**src/rtl/sdcard_pkg.sv**
```systemverilog
// sdcard_pkg: shared constants and types for the SD card SPI target
package sdcard_pkg;
  localparam logic [7:0] SD_IDLE_BYTE = 8'hFF;
  localparam int CNT_W = 3;
  typedef enum logic {SPI_IDLE, SPI_ACTIVE} spi_state_e;
endpackage

```
**src/rtl/sdcard_sync.sv**
```systemverilog
// sdcard_sync: STAGES-deep single-bit synchroniser (clk, rst async high, d in, q out) with reset value RST_VAL
module sdcard_sync #(
  parameter int   STAGES  = 2,
  parameter logic RST_VAL = 1'b0
) (
  input  logic clk,
  input  logic rst,
  input  logic d,
  output logic q
);
  logic [STAGES-1:0] s_q;
  always_ff @(posedge clk or posedge rst)
    if (rst) s_q <= {STAGES{RST_VAL}};
    else     s_q <= {s_q[STAGES-2:0], d};
  assign q = s_q[STAGES-1];
endmodule

```
**src/rtl/sdcard_spi_target.sv**
```systemverilog
// sdcard_spi_target: SPI mode-0 card-side target; oversamples sclk/mosi/cs_n in clk, drives miso/miso_oe,
// one-entry TX holding register (tx_data/tx_valid/tx_ready), RX byte strobe (rx_data/rx_valid),
// status (selected/underrun) and per-bit CRC taps (crc_in_bit/crc_out_bit/crc_strobe).
module sdcard_spi_target
  import sdcard_pkg::*;
#(
  parameter int         SYNC_STAGES = 2,
  parameter logic [7:0] IDLE_BYTE   = SD_IDLE_BYTE
) (
  input  logic       clk,
  input  logic       rst,
  input  logic       sclk,
  input  logic       mosi,
  input  logic       cs_n,
  output logic       miso,
  output logic       miso_oe,
  input  logic [7:0] tx_data,
  input  logic       tx_valid,
  output logic       tx_ready,
  output logic [7:0] rx_data,
  output logic       rx_valid,
  output logic       selected,
  output logic       underrun,
  output logic       crc_in_bit,
  output logic       crc_out_bit,
  output logic       crc_strobe
);
  logic sclk_s, mosi_s, cs_s, sclk_q, cs_q;
  sdcard_sync #(.STAGES(SYNC_STAGES), .RST_VAL(1'b0)) u_sclk (.clk(clk), .rst(rst), .d(sclk), .q(sclk_s));
  sdcard_sync #(.STAGES(SYNC_STAGES), .RST_VAL(1'b1)) u_mosi (.clk(clk), .rst(rst), .d(mosi), .q(mosi_s));
  sdcard_sync #(.STAGES(SYNC_STAGES), .RST_VAL(1'b1)) u_cs   (.clk(clk), .rst(rst), .d(cs_n), .q(cs_s));
  wire sclk_rise = sclk_s & ~sclk_q;
  wire sclk_fall = ~sclk_s & sclk_q;
  wire cs_fall   = ~cs_s & cs_q;
  wire cs_rise   = cs_s & ~cs_q;
  spi_state_e       state_q, state_d;
  logic [7:0]       shifter_q, shifter_d, shift_in_q, shift_in_d, rx_data_q, rx_data_d, hold_q, hold_d;
  logic [CNT_W-1:0] cnt_q, cnt_d;
  logic             full_q, full_d, rx_valid_q, rx_valid_d, underrun_q, underrun_d;
  logic             crc_strobe_q, crc_strobe_d, crc_in_q, crc_in_d, crc_out_q, crc_out_d;
  logic             load, capture;
  always_comb begin
    state_d      = state_q;
    shifter_d    = shifter_q;
    shift_in_d   = shift_in_q;
    cnt_d        = cnt_q;
    rx_data_d    = rx_data_q;
    rx_valid_d   = 1'b0;
    underrun_d   = 1'b0;
    crc_strobe_d = 1'b0;
    crc_in_d     = crc_in_q;
    crc_out_d    = crc_out_q;
    load         = 1'b0;
    capture      = tx_valid & ~full_q;
    hold_d       = capture ? tx_data : hold_q;
    if (state_q == SPI_IDLE) begin
      if (cs_fall) begin
        state_d = SPI_ACTIVE;
        load    = 1'b1;
        cnt_d   = '0;
      end
    end else if (cs_rise) begin
      state_d = SPI_IDLE;
      cnt_d   = '0;
    end else begin
      if (sclk_rise) begin
        shift_in_d   = {shift_in_q[6:0], mosi_s};
        cnt_d        = cnt_q + 1'b1;
        crc_strobe_d = 1'b1;
        crc_in_d     = mosi_s;
        crc_out_d    = shifter_q[7];
        rx_data_d    = (cnt_q == '1) ? shift_in_d : rx_data_q;
        rx_valid_d   = (cnt_q == '1);
      end
      if (sclk_fall) begin
        load      = (cnt_q == '0);
        shifter_d = {shifter_q[6:0], 1'b1};
      end
    end
    // Consume sees the pre-capture state, so a same-cycle write waits for the next boundary.
    if (load) begin
      shifter_d  = full_q ? hold_q : IDLE_BYTE;
      underrun_d = ~full_q;
    end
    full_d = (full_q & ~load) | capture;
  end
  always_ff @(posedge clk or posedge rst)
    if (rst) begin
      sclk_q       <= 1'b0;
      cs_q         <= 1'b1;
      state_q      <= SPI_IDLE;
      shifter_q    <= IDLE_BYTE;
      shift_in_q   <= '0;
      cnt_q        <= '0;
      rx_data_q    <= '0;
      rx_valid_q   <= 1'b0;
      underrun_q   <= 1'b0;
      crc_strobe_q <= 1'b0;
      crc_in_q     <= 1'b0;
      crc_out_q    <= 1'b0;
      hold_q       <= '0;
      full_q       <= 1'b0;
    end else begin
      sclk_q       <= sclk_s;
      cs_q         <= cs_s;
      state_q      <= state_d;
      shifter_q    <= shifter_d;
      shift_in_q   <= shift_in_d;
      cnt_q        <= cnt_d;
      rx_data_q    <= rx_data_d;
      rx_valid_q   <= rx_valid_d;
      underrun_q   <= underrun_d;
      crc_strobe_q <= crc_strobe_d;
      crc_in_q     <= crc_in_d;
      crc_out_q    <= crc_out_d;
      hold_q       <= hold_d;
      full_q       <= full_d;
    end
  assign selected    = (state_q == SPI_ACTIVE);
  assign miso_oe     = selected;
  assign miso        = selected ? shifter_q[7] : 1'b1;
  assign tx_ready    = ~full_q;
  assign rx_data     = rx_data_q;
  assign rx_valid    = rx_valid_q;
  assign underrun    = underrun_q;
  assign crc_strobe  = crc_strobe_q;
  assign crc_in_bit  = crc_in_q;
  assign crc_out_bit = crc_out_q;
endmodule

```
**config.mk**
```make
export PLATFORM = sky130hd
export DESIGN_NAME = sdcard_spi_target
export DESIGN_NICKNAME = d
export VERILOG_FILES = /design/src/rtl/sdcard_pkg.sv /design/src/rtl/sdcard_sync.sv /design/src/rtl/sdcard_spi_target.sv
export SDC_FILE = /design/constraint.sdc
export NUM_CORES = 1
export LEC_CHECK = 0
export ABC_CLOCK_PERIOD_IN_PS = 1600
export BUFFER_PORTS_ARGS = -buffer_cell sky130_fd_sc_hd__buf_4
export CAP_MARGIN = 20
export CORE_MARGIN = 1.5
export CORE_UTILIZATION = 30
export DETAILED_ROUTE_END_ITERATION = 7
export PLACE_DENSITY = 0.46
export SETUP_SLACK_MARGIN = 0.15
export SKIP_LAST_GASP = 1
export SLEW_MARGIN = 20
export SYNTH_ARGS = -nofsm -noshare
export SYNTH_HDL_FRONTEND = slang
export SYNTH_SLANG_ARGS = --single-unit
```
**constraint.sdc**
```tcl
create_clock -name clk -period 1.6 [get_ports clk]
set_input_delay 0 -clock clk [delete_from_list [all_inputs] [get_ports clk]]
set_output_delay 0 -clock clk [all_outputs]
set_load 0.03 [all_outputs]
```
* Word level (Yosys, flattened, before mapping)
Index checks and enable logic that the tools add are counted.
** Operators by class
- $add $sub $neg :: 1
- Eq/ne operators :: 3
- Mux-type cells :: 23
- Bitwise gates (word level) :: 14
- Reduce and logical (&&, ||, !) cells :: 8
** Operators by type and width (count)
- two-way mux 8 bit :: 5
- two-way mux 1 bit :: 14
- two-way mux 3 bit :: 4
- inverter 1 bit :: 7
- bitwise AND 1 bit :: 6
- AND reduction 3 bit :: 2
- nonzero test 2 bit :: 3
- AND reduction 4 bit :: 1
- adder 3 x 1 -> 3 bit (second input constant) :: 1
- == test 3 bit (second input constant) :: 1
- zero test 3 bit :: 1
- inequality test 3 bit (second input constant) :: 1
- inequality test 2 x 1 -> 1 bit (second input constant) :: 1
- AND reduction 2 bit :: 1
- bitwise OR 1 bit :: 1
** Word-level totals
- Flip-flop bits (word level) :: 49
- Input bits :: 14
- Output and inout bits :: 17
- Word-level logic and storage cells :: 66

* Longest topological paths before layout
Gate-level depths: netlist of run 1.
- Word-level depth :: 8
- Depth in mapped cells :: 6
- Depth with buffers taken out :: 5

* Hierarchy
A second synthesis of run 1 with hierarchy kept.
** Unflattened totals
- Cells, all modules :: 164
- Area total of the unflattened synthesis :: 2033.2 um^2
** By module, submodules not included
- sdcard_spi_target :: times used 1, cells each 155, area each 1866.8 um^2, sequential area each 1062.3 um^2
- sdcard_sync at u_cs ... :: times used 2, cells each 3, area each 56.3 um^2, sequential area each 52.6 um^2
- sdcard_sync at u_sclk :: times used 1, cells each 3, area each 53.8 um^2, sequential area each 50.0 um^2

* Least setup slack after synthesis of run 1
No wires, ideal clock.
- Path kind :: register to register
- Start point :: register state_q, in the netlist miso_oe
- End point :: register cnt_q[1]
- Library setup time :: 0.122 ns
- Arrival time :: 1.387 ns
- Data required time :: 1.478 ns
- Path slack :: 0.092 ns
- Cell stages (with the launch flop) :: 4
- Path buffers :: 1
- Clock period less this slack :: 1.508 ns
- Path through :: dfrtp_1 -> buf_6 -> or3b_2 -> a32o_1
** Between the ends
- Word-level cells in the longest chain between the ends :: 2
- Elaborated cells between the ends (all ways) :: 4
- Classes of those cells :: eq/ne (1); mux (1); reduce/logical (2)
** Ends and longest elaborated chain
- start: declaration :: RTL line sdcard_spi_target.sv:36 : spi_state_e state_q, state_d;
- start signal: assignment :: RTL line sdcard_spi_target.sv:106 : state_q <= state_d;
- inequality test 3 bit (no line) or nonzero test 2 bit (tied branches)
- AND reduction 2 bit (no line)
- end signal: assignment :: RTL line sdcard_spi_target.sv:109 : cnt_q <= cnt_d;
- end: declaration :: RTL line sdcard_spi_target.sv:38 : logic [CNT_W-1:0] cnt_q, cnt_d;
Parallel ways exist; a longest one is shown, timed or not.
A chain may end at the register's enable or synchronous reset.

* Worst setup path in the final report of run 1
- Start point :: register cs_q
- End point :: register rx_data_q[6], in the netlist rx_data[6]
** Between the ends
- Word-level cells in the longest chain between the ends :: 4
** Ends and longest elaborated chain
- start: declaration :: RTL line sdcard_spi_target.sv:28 : logic sclk_s, mosi_s, cs_s, sclk_q, cs_q;
- start signal: assignment :: RTL line sdcard_spi_target.sv:105 : cs_q <= cs_s;
- inverter 1 bit :: RTL line sdcard_spi_target.sv:35 : wire cs_rise = cs_s & ~cs_q;
- bitwise AND 1 bit :: RTL line sdcard_spi_target.sv:35
- inverter 1 bit (no line)
- AND reduction 4 bit (no line)
- end signal: assignment :: RTL line sdcard_spi_target.sv:110 : rx_data_q <= rx_data_d;
- end: declaration :: RTL line sdcard_spi_target.sv:37 : logic [7:0] shifter_q, shifter_d, shift_in_q, shift_in_d, rx_data_q, rx_data_d, hold_q, hold_d;
Every way passes these cells.

==> impl_metrics.py, run 1 <==
metrics = {
    "power_and_ir_drop": {
        "swShare_pct": 27.75,
        "p_sw_uw": 1104,
        "power_uw": 3977,
        "combPwrFrac_pct": 25.0,
        "vdd_drop_max_mv": 0.6371,
        "p_per_area_nw_per_um2": 1387,
        "power_frac_clock_pct": 29.9,
        "pwr-share-seq_pct": 45.1,
        "leakagePower_uw": 0.001306,
        "internal_power_uw": 2874,
    },
    "place": {
        "portBuffers": 30,
        "hpwl_mm": 2.744,
        "place_congestion": 0.7032,
    },
    "cells_and_area": {
        "multi_input_area_um2": 807.0,
        "area_delta_synth_final_pct": 39.44,
        "fin_util_pct": 44.13,
        "drive_above_1_share_pct": 50.46,
        "fin_nets": 232,
        "n_antenna_cell": 0,
        "seqCellArea_um2": 1219,
        "n_fill_cell": 589,
    },
    "yosys": {
        "synth.distinct_cells": 37,
        "syn-mean-instance-area_um2": 13.26,
        "syn-cell-area_um2": 2056,
        "synth_nets": 172,
        "synth_area_leaders": "dfrtp_1 (43%), dfstp_2 (17%), mux2_2 (8.8%)",
        "synth_area_leader_cell": "dfrtp_1",
        "ys_async_sr_fraction_pct": 100.0,
        "yosys.cell_count.top_type": "dfrtp_1",
        "synthTopCellsByCount": "dfrtp_1 (35), mux2_2 (16), dfstp_2 (13)",
        "synth_top_area_share_pct": 42.60,
        "synth_edf_count": 0,
        "yosys_warnings": 0,
        "synth_flop_cell": "dfrtp_1",
        "seq_area_frac_synth_pct": 59.22,
        "synth-seq-cells": 48,
        "netlist_instances": 155,
    },
    "worst_setup_path": {
        "critPathTopFamily": "flip-flops",
        "endpoint_kind": "register",
        "start_kind": "register",
        "worst-endpoint-arrival_ns": 1.63,
        "crit_chain": "nand2b_4 > buf_6 > nand4_4 > mux2_2",
        "critPathKind": "reg2reg",
        "critPathRequiredTime_ns": 1.80,
        "slowest_delay_ns": 0.58,
        "critPathSlowestCell": "dfstp_2",
        "cp.buffers_inverters": 1,
        "crit_path_max_fanout": 7,
    },
    "drt": {
        "drc": 0,
        "antenna_left": 0,
        "routedWlPerCell_um": 13.96,
        "vias_per_cell": 4.812,
        "via_count": 1410,
        "wirelength_mm": 4.091,
        "drt_first_pass_iters": 4,
        "drt_iter0_markers": 82,
    },
    "sta": {
        "fin_crit_ns": 1.434,
        "drv_slew": 0,
        "fin_crit_sh_pct": 89.59,
        "tightest_slew_ns": 0.4900,
        "setup_tns_ns": 0,
        "slew_headroom_pct": 67.28,
        "finalSetupViolCount": 0,
        "skew_ns": 0.006580,
        "timing.hold.ws_ns": 0.1375,
        "max_freq_mhz": 697.6,
        "hold_viol_final": 0,
        "rsz0062_at_grt": "yes",
    },
    "job": {
        "drv_cap": 0,
    },
    "clocking": {
        "cts_root_buf": "clkbuf_8",
        "insertion_delay_ns": 0.30,
        "cts.sinks": 48,
        "clockBufferDepth": 2,
        "cts.clk_slew.worst_paths_ns": 0.09,
        "cts.htree.levels": 2,
        "cts_tree": "built",
        "cts_buffers": 5,
    },
    "status": {
        "status": "completed",
    },
    "global_routing": {
        "grt_pass1_wl_mm": 6.803,
        "grt_max_degree": 27,
        "grt_overflow": 0,
        "grt_pass1_vias": 1439,
        "groute.usage.overall_pct": 11.74,
        "grt_antenna_before_repair": 0,
    },
    "floorplanning": {
        "initial_core_util_pct": 31.65,
        "fp.dieH_um": 85.78,
        "rows": 29,
        "die_area_um2": 7358,
        "core_um2": 6495,
        "pin_count": 31,
        "die_w_um": 85.78,
    },
    "min_path": {
        "hp-class": "in2reg",
    },
}
flip-flops by register name, summed over array words and instances, names as in the netlist:
register     cells
hold_q           8
shifter_q        8
underrun         1
shift_in_q       7
u_mosi.s_q       2
miso_oe          1
rx_valid         1
crc_out_bit      1
cnt_q            3
u_cs.s_q         2
sclk_q           1
full_q           1
u_sclk.s_q       2
cs_q             1
rx_data          8
crc_strobe       1
through the flow:
step | instance area [um^2] | worst slack (ns) | cells
finish | 2867 | 0.1665 | 293
global route | 2867 | 0.09070 | 293
CTS | 2768 | 0.1327 | 288
detailed placement | 2432 | -0.001323 | 264
global placement | 2432 | 0.07602 | 264
floorplan | 2066 | 0.1507 | 155
cell usage in the layout, fill, tap and decap left out, types with 5 or more instances in the layout:
| cell | n |
|---|---|
| nor3_1 | 7 |
| nand2_1 | 8 |
| o21ai_0 | 8 |
| a311oi_1 | 7 |
| a221oi_2 | 7 |
| dfrtp_1 | 34 |
| dfstp_2 | 13 |
| inv_1 | 11 |
| buf_4 | 45 |
| clkbuf_8 | 5 |
| dlygate4sd3_1 | 12 |
| mux2_2 | 16 |
path summary, 6_finish.rpt:
check / depth (start not counted) / startpoint / slack (ns) / to
worst max-delay path: 4 / cs_q$_DFF_PP1_ / 0.17 / rx_data[6]$_DFFE_PP0P_
worst min-delay path: 3 / tx_valid / 0.14 / hold_q[0]$_DFFE_PP0P_
worst max register to register: 4 / cs_q$_DFF_PP1_ / 0.17 / rx_data[6]$_DFFE_PP0P_
worst min register to register: 0 / u_sclk.s_q[0]$_DFF_PP0_ / 0.35 / u_sclk.s_q[1]$_DFF_PP0_
max in group asynchronous: 4 / rst / 0.75 / shifter_q[6]$_DFFE_PP1P_
min in group asynchronous: 3 / rst / 0.26 / shift_in_q[2]$_DFFE_PP0P_
kinds of logic after synthesis:
logic type	after synthesis	synth area share, %
multiplexers	17	9.312
flip-flops	48	59.22
adder cells (fa/ha/maj)	3	1.826
buffers and inverters	23	5.781
AND/OR/NAND/NOR	32	9.861
AO/OA/AOI/OAI	32	14.00
per-layer routing:
layer  GRT usage (%)  vias up  wire length (um)
met5               0        -                 0
met4           4.399        0                62
met3           3.080        7               158
met2           18.83       24              1846
met1           15.29      695              2023
li1                -      684                 -
area by class of cell:
cell class | count | area share (%)
clock inverter | 3 | 3.143
tap | 77 | 3.361
clock buffer | 5 | 2.401
timing repair buffer | 62 | 18.55
sequential | 48 | 42.51
multi-input combinational | 85 | 28.15
inverter | 13 | 1.877
power groups by stage:
stage	Sequential [uW]	Combinational [uW]	Clock, uW
6_report	1790	993	1190
5_1_grt	1850	1080	1260
4_1_cts	1800	973	1220
3_5_place_dp	1830	918	0
3_3_place_gp	1810	890	0
2_1_floorplan	1810	643	0
what timing repair did:
item                                    in CTS  in global routing
endpoints found under the setup margin      25                 26
hold buffers                                12                  0
pin swaps                                    4                  6
setup buffers                                4                  4
resized for setup                            5                 14
gates cloned                                 0                  1
hold endpoints to repair                    31                  0
worst min-delay path: cells and delay by family:
family	cells	cell delay, ns
mux	1	0.17
simple gates	1	0.17
buf+inv	1	0.07
Note: power is estimated with default switching activity, not from simulation.
==> run 2: changes to the inputs <==
--- a/config.mk
+++ b/config.mk
@@ -5,13 +5,14 @@
 export SDC_FILE = /design/constraint.sdc
 export NUM_CORES = 1
 export LEC_CHECK = 0
+export ABC_AREA = 1
 export ABC_CLOCK_PERIOD_IN_PS = 1600
 export BUFFER_PORTS_ARGS = -buffer_cell sky130_fd_sc_hd__buf_4
 export CAP_MARGIN = 20
 export CORE_MARGIN = 1.5
 export CORE_UTILIZATION = 30
 export DETAILED_ROUTE_END_ITERATION = 7
-export PLACE_DENSITY = 0.46
+export PLACE_DENSITY = 0.47
 export SETUP_SLACK_MARGIN = 0.15
 export SKIP_LAST_GASP = 1
 export SLEW_MARGIN = 20
==> run 2 against run 1 <==
  * Synthesized area fell by 5.2%
  * Critical endpoint is now rx_data[2]$_DFFE_PP0P_
  * Die area fell by 5.1%
  * Global-route usage fell by 0.20 points
  * Hold slack got worse by 0.060 ns
  * Total power fell by 13%
  * Clock-buffer cell count rose by 1
  * Largest cell class unchanged
  * Maximum frequency rose by 3.1%
  * Register-to-register slack improved by 0.04 ns
  * Critical path depth rose by 3
==> impl_metrics.py, run 2 <==
metrics = {
    "floorplanning": {
        "die_w_um": 83.59,
        "initial_core_util_pct": 30.86,
        "core_um2": 6314,
        "pin_count": 31,
        "die_area_um2": 6986,
        "fp.dieH_um": 83.59,
        "rows": 29,
    },
    "cells_and_area": {
        "fin_cells": 330,
        "fin_util_pct": 40.11,
        "drive_above_1_share_pct": 28.85,
        "n_antenna_cell": 0,
        "final_cell_mix": "nand2_1 (48), dfrtp_1 (34), buf_4 (33)",
        "area_delta_synth_final_pct": 29.99,
        "multi_input_area_um2": 608.1,
        "seqCellArea_um2": 1219,
        "fin_nets": 269,
        "n_fill_cell": 665,
        "final_common_cell": "nand2_1",
    },
    "yosys": {
        "synth_area_leaders": "dfrtp_1 (45%), dfstp_2 (18%), nand2_1 (9.4%)",
        "synth_xor_area_share_pct": 0,
        "synth_top_family_by_area": "simple AND/OR/NAND/NOR gates",
        "yosys.area_share.simple_pct": 18.82,
        "yosys_warnings": 0,
        "synth_flop_cell": "dfrtp_1",
        "synth_nets": 218,
        "seq_area_frac_synth_pct": 62.49,
        "yosys.cell_count.top_type": "nand2_1",
        "synthMuxAreaShare_pct": 4.046,
        "syn-cell-area_um2": 1948,
        "synth.distinct_cells": 15,
        "synth_top_area_share_pct": 44.96,
        "synthTopCellsByCount": "nand2_1 (49), dfrtp_1 (35), inv_1 (27)",
        "synth_area_leader_cell": "dfrtp_1",
        "synth_edf_count": 0,
        "syn-mean-instance-area_um2": 9.692,
        "ys_async_sr_fraction_pct": 100.0,
        "netlist_instances": 201,
        "synth_compound_area_share_pct": 5.909,
        "synth-seq-cells": 48,
        "synthAdderAreaFrac_pct": 1.927,
    },
    "status": {
        "status": "completed",
    },
    "worst_setup_path": {
        "endpoint_kind": "register",
        "critPathRequiredTime_ns": 1.79,
        "start_kind": "register",
        "crit_path_max_fanout": 14,
        "critPathKind": "reg2reg",
        "r2r_slack_ns": 0.21,
        "worst-endpoint-arrival_ns": 1.58,
    },
    "clocking": {
        "cts.clk_slew.worst_paths_ns": 0.09,
        "cts.htree.levels": 2,
        "cts.sinks": 48,
        "cts_buffers": 5,
        "cts_tree": "built",
        "clockBufferDepth": 2,
        "cts_root_buf": "clkbuf_8",
        "insertion_delay_ns": 0.30,
    },
    "global_routing": {
        "grt_overflow": 0,
        "busiest_layer": "met1",
        "grt_pass1_vias": 1352,
        "groute.usage.overall_pct": 11.54,
        "grt_pass1_wl_mm": 6.458,
        "met1_usage_pct": 16.87,
        "use_met3_pct": 2.868,
        "grt_max_degree": 31,
        "grt_antenna_before_repair": 0,
        "grt_util_met2_pct": 15.98,
    },
    "drt": {
        "wirelength_mm": 3.632,
        "drt_iter0_markers": 57,
        "vias_per_cell": 4.227,
        "antenna_left": 0,
        "drc": 0,
        "routedWlPerCell_um": 11.01,
        "via_count": 1395,
        "drt_first_pass_iters": 4,
    },
    "sta": {
        "drv_slew": 0,
        "max_freq_mhz": 719.1,
        "skew_ns": 0.009908,
        "slew_headroom_pct": 71.08,
        "rsz0062_at_grt": "yes",
        "setup_tns_ns": 0,
        "fin_crit_ns": 1.391,
        "tightest_slew_ns": 0.4332,
        "finalSetupViolCount": 0,
        "fin_crit_sh_pct": 86.91,
        "hold_viol_final": 0,
    },
    "job": {
        "drv_cap": 0,
    },
    "place": {
        "place_congestion": 0.7775,
        "portBuffers": 30,
        "hpwl_mm": 2.501,
        "placedCellCount": 309,
    },
    "power_and_ir_drop": {
        "vdd_drop_max_mv": 0.6037,
        "p_per_area_nw_per_um2": 1359,
        "leakagePower_uw": 0.001278,
    },
    "min_path": {
        "hp-class": "in2reg",
    },
}
run 2: changes by cell type in the layout (fill, tap and decap cells not counted), sizes merged, moves of 10 or more:
cell,change
buf,-14
inv,+16
nand3,+16
nor2,+17
nand2,+44
mux2,-10
run 2: path summary, 6_finish.rpt:
kind,cells past startpoint,start,endpoint
min in group asynchronous,3,rst,underrun$_DFF_PP0_
hold reg to reg,0,u_sclk.s_q[0]$_DFF_PP0_,u_sclk.s_q[1]$_DFF_PP0_
setup / recovery,7,cnt_q[0]$_DFFE_PP0P_,rx_data[2]$_DFFE_PP0P_
max in group asynchronous,4,rst,cs_q$_DFF_PP1_
hold / removal,3,tx_valid,full_q$_DFF_PP0_
setup reg to reg,7,cnt_q[0]$_DFFE_PP0P_,rx_data[2]$_DFFE_PP0P_
run 2: final cells by class:
class	count	share of cell area (%)
inverter	28	4.150
multi-input combinational	121	24.01
clock inverter	2	0.4941
clock buffer	6	2.866
sequential	48	48.12
tap	77	3.804
timing repair buffer	48	16.55
run 2: where the power goes:
group	leakage [uW]	switching (uW)	internal [uW]
Sequential	0.000588	174	1600
Combinational	0.000649	549	406
Clock	0.0000412	405	306
run 2: worst max-delay path: stages, from the launching register on:
cell and delay [ns]:
dfrtp_1 0.42, ha_1 0.21, ha_1 0.18, nand2_1 0.13
nor2_4 0.07, buf_12 0.14, nor2_1 0.09, a21oi_1 0.04
run 2: what timing repair did:
item                       CTS  global route
setup endpoints to repair    0            18
hold buffers                12             0
gates resized for setup      0             7
hold endpoints to repair    21             0
buffers inserted             0             1
run 2: metal layers:
| metal | share of wire [%] | wire length [um] |
|---|---|---|
| met3 | 4.2 | 152 |
| met1 | 51 | 1869 |
| met5 | 0 | 0 |
| met2 | 43 | 1569 |
| met4 | 1.1 | 40 |
run 2: kinds of logic (layout without fill, tap and decap cells):
group | count (synthesis) | count (layout)
AND/OR/NAND/NOR | 88 | 88
flip-flops | 48 | 48
buffers and inverters | 32 | 84
AO/OA/AOI/OAI | 23 | 23
multiplexers | 7 | 7
adder cells (fa/ha/maj) | 3 | 3
run 2: per-stage QoR:
| stage | hold WS [ns] | cell area [um^2] | worst slack (ns) | power [uW] |
|---|---|---|---|---|
| after floorplan | 0.004478 | 1948 | 0.2727 | 2437 |
| after global placement | 0.04034 | 2292 | 0.2391 | 2713 |
| after detailed placement | 0.03598 | 2292 | 0.2120 | 2731 |
| after CTS | 0.07311 | 2497 | 0.2013 | 3481 |
| after global routing | 0.1236 | 2532 | 0.1237 | 3701 |
| final | 0.07755 | 2532 | 0.2094 | 3441 |
